### config.mk
export PLATFORM = sky130hd
export DESIGN_NAME = out_reg_fifo
export DESIGN_NICKNAME = d
export VERILOG_FILES = /design/src/rtl/out_reg_fifo.sv
export SDC_FILE = /design/constraint.sdc
export NUM_CORES = 1
export LEC_CHECK = 0
export BUFFER_PORTS_ARGS = -buffer_cell sky130_fd_sc_hd__buf_2
export CORE_UTILIZATION = 45
export DETAILED_ROUTE_END_ITERATION = 16
export PLACE_DENSITY_LB_ADDON = 0.2
export SLEW_MARGIN = 25
export SYNTH_ARGS = -nofsm -noshare
export SYNTH_HDL_FRONTEND = slang
export SYNTH_SLANG_ARGS = --single-unit
### constraint.sdc
create_clock -name clk -period 2.8 [get_ports clk]
set_clock_uncertainty 0.1 [all_clocks]
set_input_delay 0.56 -clock clk [delete_from_list [all_inputs] [get_ports clk]]
set_output_delay 0.56 -clock clk [all_outputs]
set_load 0.03 [all_outputs]
### src/rtl/out_reg_fifo.sv
// ============================================================================
//  Module      : out_reg_fifo
//  Description : Change-capturing FIFO between the CPU output register and
//                the serializer, with valid/ready output and overflow flag.
//  Revision    : 1.0 - initial release
// ============================================================================
`default_nettype none

module out_reg_fifo #(
    parameter int WIDTH  = 8,
    parameter int DEPTH  = 4,
    parameter int ADDR_W = $clog2(DEPTH)
) (
    input  logic              clk,
    input  logic              rst_n,
    input  logic [WIDTH-1:0]  data_in,
    input  logic              flush,
    input  logic              out_ready,
    output logic              out_valid,
    output logic [WIDTH-1:0]  out_data,
    output logic [ADDR_W:0]   count,
    output logic              overflow
);

    localparam logic [ADDR_W:0] FULL_COUNT = (ADDR_W+1)'(DEPTH);

    logic [WIDTH-1:0]  sample_q;
    logic [WIDTH-1:0]  last_q;
    logic [WIDTH-1:0]  mem [DEPTH];
    logic [ADDR_W-1:0] rd_ptr;
    logic [ADDR_W-1:0] wr_ptr;
    logic [ADDR_W:0]   count_q;
    logic              overflow_q;

    logic push;
    logic pop;
    logic full;
    logic wr_en;

    assign full  = (count_q == FULL_COUNT);
    assign push  = (sample_q != last_q) && !flush;
    assign pop   = (count_q != '0) && out_ready && !flush;
    // A full FIFO still accepts a push when the head leaves the same cycle.
    assign wr_en = push && (!full || pop);

    assign out_valid = (count_q != '0);
    assign out_data  = mem[rd_ptr];
    assign count     = count_q;
    assign overflow  = overflow_q;

    always_ff @(posedge clk or negedge rst_n) begin
        if (!rst_n) begin
            sample_q <= '0;
            last_q   <= '0;
        end else begin
            sample_q <= data_in;
            last_q   <= sample_q;
        end
    end

    always_ff @(posedge clk) begin
        if (wr_en) begin
            mem[wr_ptr] <= sample_q;
        end
    end

    always_ff @(posedge clk or negedge rst_n) begin
        if (!rst_n) begin
            rd_ptr     <= '0;
            wr_ptr     <= '0;
            count_q    <= '0;
            overflow_q <= 1'b0;
        end else if (flush) begin
            rd_ptr     <= '0;
            wr_ptr     <= '0;
            count_q    <= '0;
            overflow_q <= 1'b0;
        end else begin
            if (wr_en) begin
                wr_ptr <= wr_ptr + 1'b1;
            end
            if (pop) begin
                rd_ptr <= rd_ptr + 1'b1;
            end
            case ({wr_en, pop})
                2'b10:   count_q <= count_q + 1'b1;
                2'b01:   count_q <= count_q - 1'b1;
                default: count_q <= count_q;
            endcase
            if (push && full && !pop) begin
                overflow_q <= 1'b1;
            end
        end
    end

endmodule

`default_nettype wire
# After elaboration in Yosys (flattened, before gate mapping)

Memory sizes are Yosys's and may differ from the RTL's.
Index checks and enable logic that the tools add are counted.

Input port bits: 12
Register bits: 24
Memories kept: 1
Output and inout bits: 13
RAM bits: 32
Logic and storage cells: 40

Memory list:

| memory | depth | bits a word | read ports | clocked after memory_dff | wr ports | line | source |
|---|---|---|---|---|---|---|---|
| mem    | 4     | 8           | 1          | 0                        | 1        | 29   | `logic [WIDTH-1:0] mem [DEPTH];` |

Reductions and logical operators: 15
Multiplexer cells: 10
Eq/ne operators: 4
Add/sub/neg operators: 4

Operators by type and width:

| operator                                                           | count |
|---|---|
| 2-bit 2-to-1 mux                                                   | 4 |
| 8-bit != test                                                      | 1 |
| 1-bit logical AND                                                  | 6 |
| 3-bit case mux with 2 select lines                                 | 1 |
| 2-bit nonzero test                                                 | 3 |
| 3-bit nonzero test                                                 | 2 |
| 2-bit by 1-bit adder with 2-bit output, second input constant      | 2 |
| 1-bit 2-to-1 mux                                                   | 4 |
| 3-bit by 1-bit adder with 3-bit output, second input constant      | 1 |
| 3-bit == test, second input constant                               | 1 |
| 1-bit logical NOT                                                  | 3 |
| 3-bit 2-to-1 mux                                                   | 1 |
| 3-bit by 1-bit subtractor with 3-bit output, second input constant | 1 |
| 2-bit by 1-bit == test with 1-bit output, second input constant    | 1 |
| 2-bit == test, second input constant                               | 1 |
| 1-bit logical OR                                                   | 1 |

# Longest topological paths before layout

Gate-level depths: netlist of the first run.

Word-level depth: 8
Gate-level depth with buffers: 8
Mapped depth without buffers: 8

# Least setup slack after synthesis of the first run

OpenSTA, ideal clock, no wires.

Path kind: register to register
From: reg count_q[2], in the netlist count[2]
To: reg count_q[2], in the netlist count[2]
Stages on the path, launching flop included: 9
Path slack: 0.259 ns
Buffers on the path: 1
Data required time: 2.572 ns
Period minus slack after synthesis: 2.541 ns
Library setup time: 0.128 ns
Arrival: 2.314 ns
Cells stage by stage: dfrtp_1 -> or3_4 -> and2_4 -> buf_6 -> nand3b_1 -> fa_1 -> or3_1 -> mux2i_1 -> mux2_1

Cells in the longest elaborated chain, start to end: 8
Elaborated cells between the ends (all ways): 14
Classes of those cells: 2 x add/sub; 3 x eq/ne; 2 x mux; 7 x reduce/logical

Ends and longest elaborated chain:

| element                                                                          | line | source |
|---|---|---|
| start: declaration                                                               | 32   | `logic [ADDR_W:0] count_q;` |
| start signal: assignment                                                         | 86   | `2'b10: count_q <= count_q + 1'b1;` |
| start signal: assignment                                                         | 87   | `2'b01: count_q <= count_q - 1'b1;` |
| start signal: assignment                                                         | 88   | `default: count_q <= count_q;` |
| 3-bit nonzero test (*)                                                           | --   |  |
| via out_valid                                                                    | 19   | `output logic out_valid,` |
| 1-bit logical AND (*) (2 in a row)                                               | 42   | `assign pop = (count_q != '0) && out_ready && !flush;` |
| 1-bit logical OR                                                                 | 44   | `assign wr_en = push && (!full \|\| pop);` |
| 1-bit logical AND                                                                | 44   |  |
| 2-bit by 1-bit == test with 1-bit output / 2-bit == test (equally long branches) | 85   | `case ({wr_en, pop})` |
| 3-bit case mux with 2 select lines                                               | 85   |  |
| 3-bit 2-to-1 mux                                                                 | 73   | `end else if (flush) begin` |

The timed path passes the listed nets; every way through them passes the cells marked *.
A chain may end at the register's enable or synchronous reset.

# Worst setup path in the final report of the first run

From: reg sample_q[1]
To: reg count_q[2], in the netlist count[2]

Cells in the longest elaborated chain, start to end: 6
Elaborated cells between the ends (all ways): 8
Classes of those cells: 3 x eq/ne; 2 x mux; 3 x reduce/logical

Ends and longest elaborated chain:

| element                                                                          | line | source |
|---|---|---|
| start: declaration                                                               | 27   | `logic [WIDTH-1:0] sample_q;` |
| start signal: assignment                                                         | 56   | `sample_q <= data_in;` |
| 8-bit != test (*)                                                                | 41   | `assign push = (sample_q != last_q) && !flush;` |
| 1-bit logical AND (*)                                                            | 41   |  |
| 1-bit logical AND (*)                                                            | 44   |  |
| 2-bit by 1-bit == test with 1-bit output / 2-bit == test (equally long branches) | 85   |  |
| 3-bit case mux with 2 select lines                                               | 85   |  |
| 3-bit 2-to-1 mux                                                                 | 73   |  |

Mark *: on every way between the ends. The rest lies on a longest branch, timed or not.

==> impl_metrics.yaml, run 1 <==
worst_setup_path:
  slowest_stage: "dfrtp_1"
  cp.arrival_ns: 2.65
  critPathMaxFanout: 6
  crit_buf_inv: 0
  cp.required_ns: 2.89
  worst_path_largest_cell_delay_ns: 0.45
  critPathKind: "reg -> reg"
  endpoint_kind: "flip-flop"
  crit_chain: "xnor2_1 -> nand4_1 -> nor2_1 -> nand3b_1 -> fa_1 -> or3_1 -> mux2i_1 -> mux2_1"
  crit_path_start_kind: "flip-flop"
  critical-path-top-delay-family: "simple AND/OR/NAND/NOR gates"
floorplan:
  die_h_um: 71.8
  initial_utilization_pct: 46.7
  num_rows: 25
  ios: 25
  die_w_um: 71.8
  core_mm2: 0.00469
  die-area_mm2: 0.00515
global_routing:
  first_global_vias: 1187
  grt_max_degree: 25
  grt_util_all_layers_pct: 15.9
  grt-ovfl-total: 0
  grt_pass1_wl_mm: 5.84
  antenna_found_initial: 0
synthesis:
  synth_top_area_share_pct: 43.9
  syn_area_per_cell_um2: 17.0
  ys.flop_type: "edfxtp_1"
  synth_edf_count: 32
  ys_warn_count: 0
  syn_area_mm2: 0.00219
  synth-seq-area-share_pct: 71.3
  yosys.area.top_type: "edfxtp_1"
  synth_area_leaders: "edfxtp_1 44%, dfrtp_1 27%, mux4_2 8.2%"
  ys_async_sr_fraction_pct: 42.9
  synth_cell_types: 28
  syn-num-nets: 146
  ys_ff_latch: 56
  synth_cells: 129
power_and_ir_drop:
  irDropWorstVdd_uv: 313
  switching_share_pct: 32.2
  p_total_uw: 2070
  p_leak_uw: 0.000981
  share_comb_of_total_power_pct: 28.4
  p_sw_uw: 665
  cellPowerDensity_mw_per_mm2: 830
  internal_power_uw: 1400
  p_clk_share_pct: 20.8
  seq_power_share_pct: 50.8
routing:
  avgViaCountPerCell: 5.06
  antenna_left: 0
  wl_per_cell_um: 16.2
  wirelength_mm: 3.52
  num_vias: 1098
  drc: 0
  dr.first_iter.drc_count: 50
  first_pass_iters: 4
clock_network:
  clk_pin_slew_ns: 0.10
  cts_resized: 0
  numCtsBuffers: 5
  ctsHoldBuffers: 0
  root_buffer: "clkbuf_8"
  cts_sinks: 56
  cts_max_level: 2
  post-cts-setup-buffers: 0
  cts_buffer_depth: 2
  clock_latency_ns: 0.30
  cts_tree: "yes"
sta:
  period_needed_ns: 2.56
  timing_hold_violations_final: 0
  max-slew-margin-rel_pct: 62.5
  grt_setup_unrepaired: "false"
  setup_viol: 0
  worst_pin_slew_ns: 0.562
  finalCritPeriodShare_pct: 91.6
  tns_ns: 0
  fmax_ghz: 0.390
  slew_viol_final: 0
layout:
  fin_nets: 179
  stdcell_count: 217
  drive_gt1_share_pct: 30.7
  layout_common_cells: "32 x edfxtp_1, 24 x dfrtp_1, 24 x buf_2"
  diodes: 0
  final_common_cell: "edfxtp_1"
  fill_cells: 398
  syn_to_final_growth_pct: 13.8
placement:
  portBuffers: 24
  dp_hpwl_mm: 2.33
  place_inst: 209
  finalWeightedCongestion: 0.755
worst_hold_path:
  hp-class: "in -> async"
run:
  maxCapViolCount: 0
status:
  status: "completed"
synth_stat cells, drive strengths merged, types with 2 or more instances:
cell type	instances
edfxtp	32
dfrtp	24
nor2	14
inv	9
xnor2	9
mux4	8
ha	4
mux2	4
or3	4
buf	3
clkbuf	2
mux2i	2
nand2	2
nand4	2
worst paths after layout:
check	to	start	slack (ns)	cells after the start
min reg2reg	last_q[5]$_DFF_PN0_	sample_q[5]$_DFF_PN0_	0.39	0
max	count[2]$_DFFE_PN0P_	sample_q[1]$_DFF_PN0_	0.24	8
max reg2reg	count[2]$_DFFE_PN0P_	sample_q[1]$_DFF_PN0_	0.24	8
min	last_q[1]$_DFF_PN0_	rst_n	0.13	1
min in group clk	sample_q[1]$_DFF_PN0_	data_in[1]	0.25	1
max in group asynchronous	rd_ptr[0]$_DFFE_PN0P_	rst_n	2.09	1
cell families (layout without fill, tap and decap cells):
group	after synthesis	in the layout	share of synthesized area (%)
muxes	14	14	11.2
and+or+nand+nor	26	26	6.06
buffers and inverters	14	48	2.80
AOI/OAI and AO/OA	4	4	1.43
adders and majority gates	5	5	3.20
DFF	56	56	71.3
xor gates and xnor gates	10	10	4.00
power by group through the flow:
stage / Clock, µW / Sequential [µW] / Combinational [µW]
after floorplan: 0 / 1070 / 436
after global placement: 0 / 1060 / 584
after detailed placement: 0 / 1070 / 596
after CTS: 442 / 1050 / 597
after global routing: 468 / 1070 / 644
final: 429 / 1050 / 588
sequential cells by signal, summed over array words and instances, names as in the netlist:
signal	flops
mem	32
last_q	8
sample_q	8
count	3
rd_ptr	2
wr_ptr	2
overflow	1
area by class of cell:
| class | instances | area, µm² | area share, % |
|---|---|---|---|
| clock inverters | 2 | 16.3 | 0.653 |
| repair buffers | 31 | 173 | 6.93 |
| well taps | 54 | 67.6 | 2.71 |
| clock buffers | 6 | 72.6 | 2.91 |
| inverters | 9 | 33.8 | 1.36 |
| multi-input cells | 59 | 567 | 22.8 |
| flip-flops and latches | 56 | 1560 | 62.7 |
stage by stage:
stage | worst slack, ns | hold slack, ns | cell area [µm²] | utilization (%)
2_1_floorplan | 0.259 | 0.164 | 2190 | -
3_3_place_gp | 0.320 | 0.351 | 2400 | 51.2
3_5_place_dp | 0.211 | 0.366 | 2400 | 51.2
4_1_cts | 0.189 | 0.150 | 2490 | 53.1
5_1_grt | 0.113 | 0.181 | 2490 | 53.1
6_report | 0.236 | 0.130 | 2490 | 53.1
layer usage:
| metal | vias up | part of all wire (%) | global-route usage (%) |
|---|---|---|---|
| met1 | 550 | 48 | 21.3 |
| met2 | 18 | 47 | 25.4 |
| met5 | - | 0 | 0 |
| li1 | 522 | - | - |
| met3 | 8 | 2.9 | 3.38 |
| met4 | 0 | 1.9 | 7.19 |
No activity file was read; power rests on OpenSTA's default activity.
==> inputs of run 2 (changes only) <==
--- a/config.mk
+++ b/config.mk
@@ -5,6 +5,7 @@
 export SDC_FILE = /design/constraint.sdc
 export NUM_CORES = 1
 export LEC_CHECK = 0
+export ABC_AREA = 1
 export BUFFER_PORTS_ARGS = -buffer_cell sky130_fd_sc_hd__buf_2
 export CORE_UTILIZATION = 45
 export DETAILED_ROUTE_END_ITERATION = 16
==> impl_metrics.yaml, run 2 <==
status:
  status: "completed"
layout:
  design_area_mm2: 0.00277
  drive_gt1_share_pct: 23.9
  final_common_cell: "nand2_1"
  syn_to_final_growth_pct: 14.2
  fin_nets: 275
  layout_common_cells: "45 x nand2_1, 32 x edfxtp_1, 28 x nor2_1"
  top_register: "mem"
  largest_register_ff_count: 32
  diodes: 0
  reg.largest.list: "mem x32, last_q x8, sample_q x8"
synthesis:
  ys_warn_count: 0
  ys_ff_latch: 56
  syn_area_mm2: 0.00242
  yosysMostFrequentCell: "nand2_1"
  synth-seq-area-share_pct: 64.4
  synth_mux_area_share_pct: 0
  yosys.area.top_type: "edfxtp_1"
  synth_top_area_share_pct: 39.6
  synthXorXnorAreaFrac_pct: 1.08
  synth_top_family_by_area: "simple AND/OR/NAND/NOR gates"
  synth_area_leaders: "edfxtp_1 40%, dfrtp_1 25%, nand2_1 7.0%"
  synth_compound_area_share_pct: 7.48
  yosys.area_share.simple_pct: 18.5
  syn_area_per_cell_um2: 10.8
  syn-num-nets: 242
  synth_adder_area_share_pct: 2.89
  synth_edf_count: 32
  netlist_top_cells_count: "45 x nand2_1, 32 x edfxtp_1, 28 x nor2_1"
  ys.flop_type: "edfxtp_1"
  ys_async_sr_fraction_pct: 42.9
  synth_cells: 225
  synth_cell_types: 27
power_and_ir_drop:
  cellPowerDensity_mw_per_mm2: 742
  p_leak_uw: 0.00123
  seq_power_share_pct: 49.8
  irDropWorstVdd_uv: 334
  p_clk_share_pct: 25.6
  switching_share_pct: 31.9
  share_comb_of_total_power_pct: 24.6
  internal_power_uw: 1400
  p_total_uw: 2060
  p_sw_uw: 656
clock_network:
  root_buffer: "clkbuf_8"
  cts_max_level: 2
  post-cts-setup-buffers: 0
  cts_buffer_depth: 2
  clock_latency_ns: 0.30
  cts_sinks: 56
  cts_resized: 0
  cts_tree: "yes"
  clk_pin_slew_ns: 0.10
  ctsHoldBuffers: 0
  numCtsBuffers: 5
routing:
  antenna_left: 0
  wl_per_cell_um: 12.6
  wl_met2_mm: 1.79
  avgViaCountPerCell: 4.57
  dr.first_iter.drc_count: 135
  highest_layer: "met4"
  wl_met1_mm: 2.16
  first_pass_iters: 4
  num_vias: 1505
  route.met3.wl_um: 115
  drc: 0
  wirelength_mm: 4.13
sta:
  slew_viol_final: 0
  fmax_ghz: 0.424
  timing.final.ws_setup_ns: 0.444
  grt_setup_unrepaired: "false"
  worst_pin_slew_ns: 0.550
  timing_hold_violations_final: 0
  finalCritPeriodShare_pct: 84.1
  period_needed_ns: 2.36
  tns_ns: 0
  setup_viol: 0
  max-slew-margin-rel_pct: 63.3
floorplan:
  num_rows: 26
  core_mm2: 0.00514
  ios: 25
  initial_utilization_pct: 47.2
  die_w_um: 75.4
  die_h_um: 75.4
  die-area_mm2: 0.00569
placement:
  portBuffers: 24
  finalWeightedCongestion: 0.818
  pre_cts_ws_ns: 0.646
  dp_hpwl_mm: 2.81
  place_area_mm2: 0.00266
run:
  maxCapViolCount: 0
worst_setup_path:
  cp.required_ns: 2.14
  critical-path-top-delay-family: "buffers and inverters"
  endpoint_kind: "output pin"
  cp.arrival_ns: 1.70
  worst_path_largest_cell_delay_ns: 0.41
  crit_chain: "inv_1 -> o21ai_0 -> o22ai_1 -> buf_2"
  crit_buf_inv: 2
  critPathKind: "reg -> out"
  slowest_stage: "dfrtp_1"
  crit_path_start_kind: "flip-flop"
  critPathMaxFanout: 18
worst_hold_path:
  hp-class: "in -> async"
global_routing:
  antenna_found_initial: 0
  grt_max_degree: 25
  grt-ovfl-total: 0
  grt_pass1_wl_mm: 6.80
  first_global_vias: 1391
  grt_util_all_layers_pct: 17.1
[run 2: cell families (layout without fill, tap and decap cells)]
kind of cell | count (synthesis) | after routing
AND/OR/NAND/NOR | 93 | 93
XOR/XNOR | 3 | 3
flip-flops | 56 | 56
AO/OA/AOI/OAI | 32 | 32
buffers and inverters | 36 | 70
adder cells (fa/ha/maj) | 5 | 5
[run 2: cell type report]
cell class	instances	area (µm²)
Multi-Input combinational cell	133	726
Inverter	33	125
Sequential cell	56	1560
Clock buffer	6	72.6
Timing Repair Buffer	29	158
Fill cell	463	2370
Tap cell	70	87.6
Clock inverter	2	38.8
[run 2: worst register-to-register path: cells and delay by family (launching register included)]
family        cells  cell delay (ns)
simple gates     10             0.75
flops             1             0.49
fa+ha+maj         1             0.38
xor+xnor          1             0.18
buf+inv           2             0.15
[run 2: through the flow]
step                      utilization (%)  std cells  hold WS, ns
after global placement               51.7        321        0.372
after global routing                 53.9        329        0.164
after CTS                            53.9        329        0.155
after detailed placement             51.7        321        0.386
after floorplan                         -        225        0.164
final                                53.9        329        0.126
[run 2: power by group through the flow]
stage	Clock [µW]	Combinational, µW	Sequential (µW)
2_1_floorplan	0	343	1050
3_3_place_gp	0	505	1040
3_5_place_dp	0	513	1040
4_1_cts	533	514	1030
5_1_grt	568	567	1040
6_report	526	505	1020
[run 2: routing by layer]
| layer | track usage (%) | vias up |
|---|---|---|
| li1 | - | 793 |
| met1 | 25.1 | 687 |
| met2 | 24.9 | 21 |
| met3 | 3.57 | 4 |
| met4 | 7.00 | 0 |
| met5 | 0 | - |
[run 2: final timing paths]
path                                          to  slack [ns]  depth (start not counted)                  start
min in group clk           sample_q[0]$_DFF_PN0_        0.25                          1             data_in[0]
max in group asynchronous   overflow$_DFFE_PN0P_        2.10                          1                  rst_n
hold reg to reg              last_q[1]$_DFF_PN0_        0.39                          0  sample_q[1]$_DFF_PN0_
setup reg to reg            count[2]$_DFFE_PN0P_        0.65                         14  sample_q[4]$_DFF_PN0_
hold / removal               last_q[0]$_DFF_PN0_        0.13                          1                  rst_n
setup / recovery                     out_data[6]        0.44                          4  rd_ptr[0]$_DFFE_PN0P_
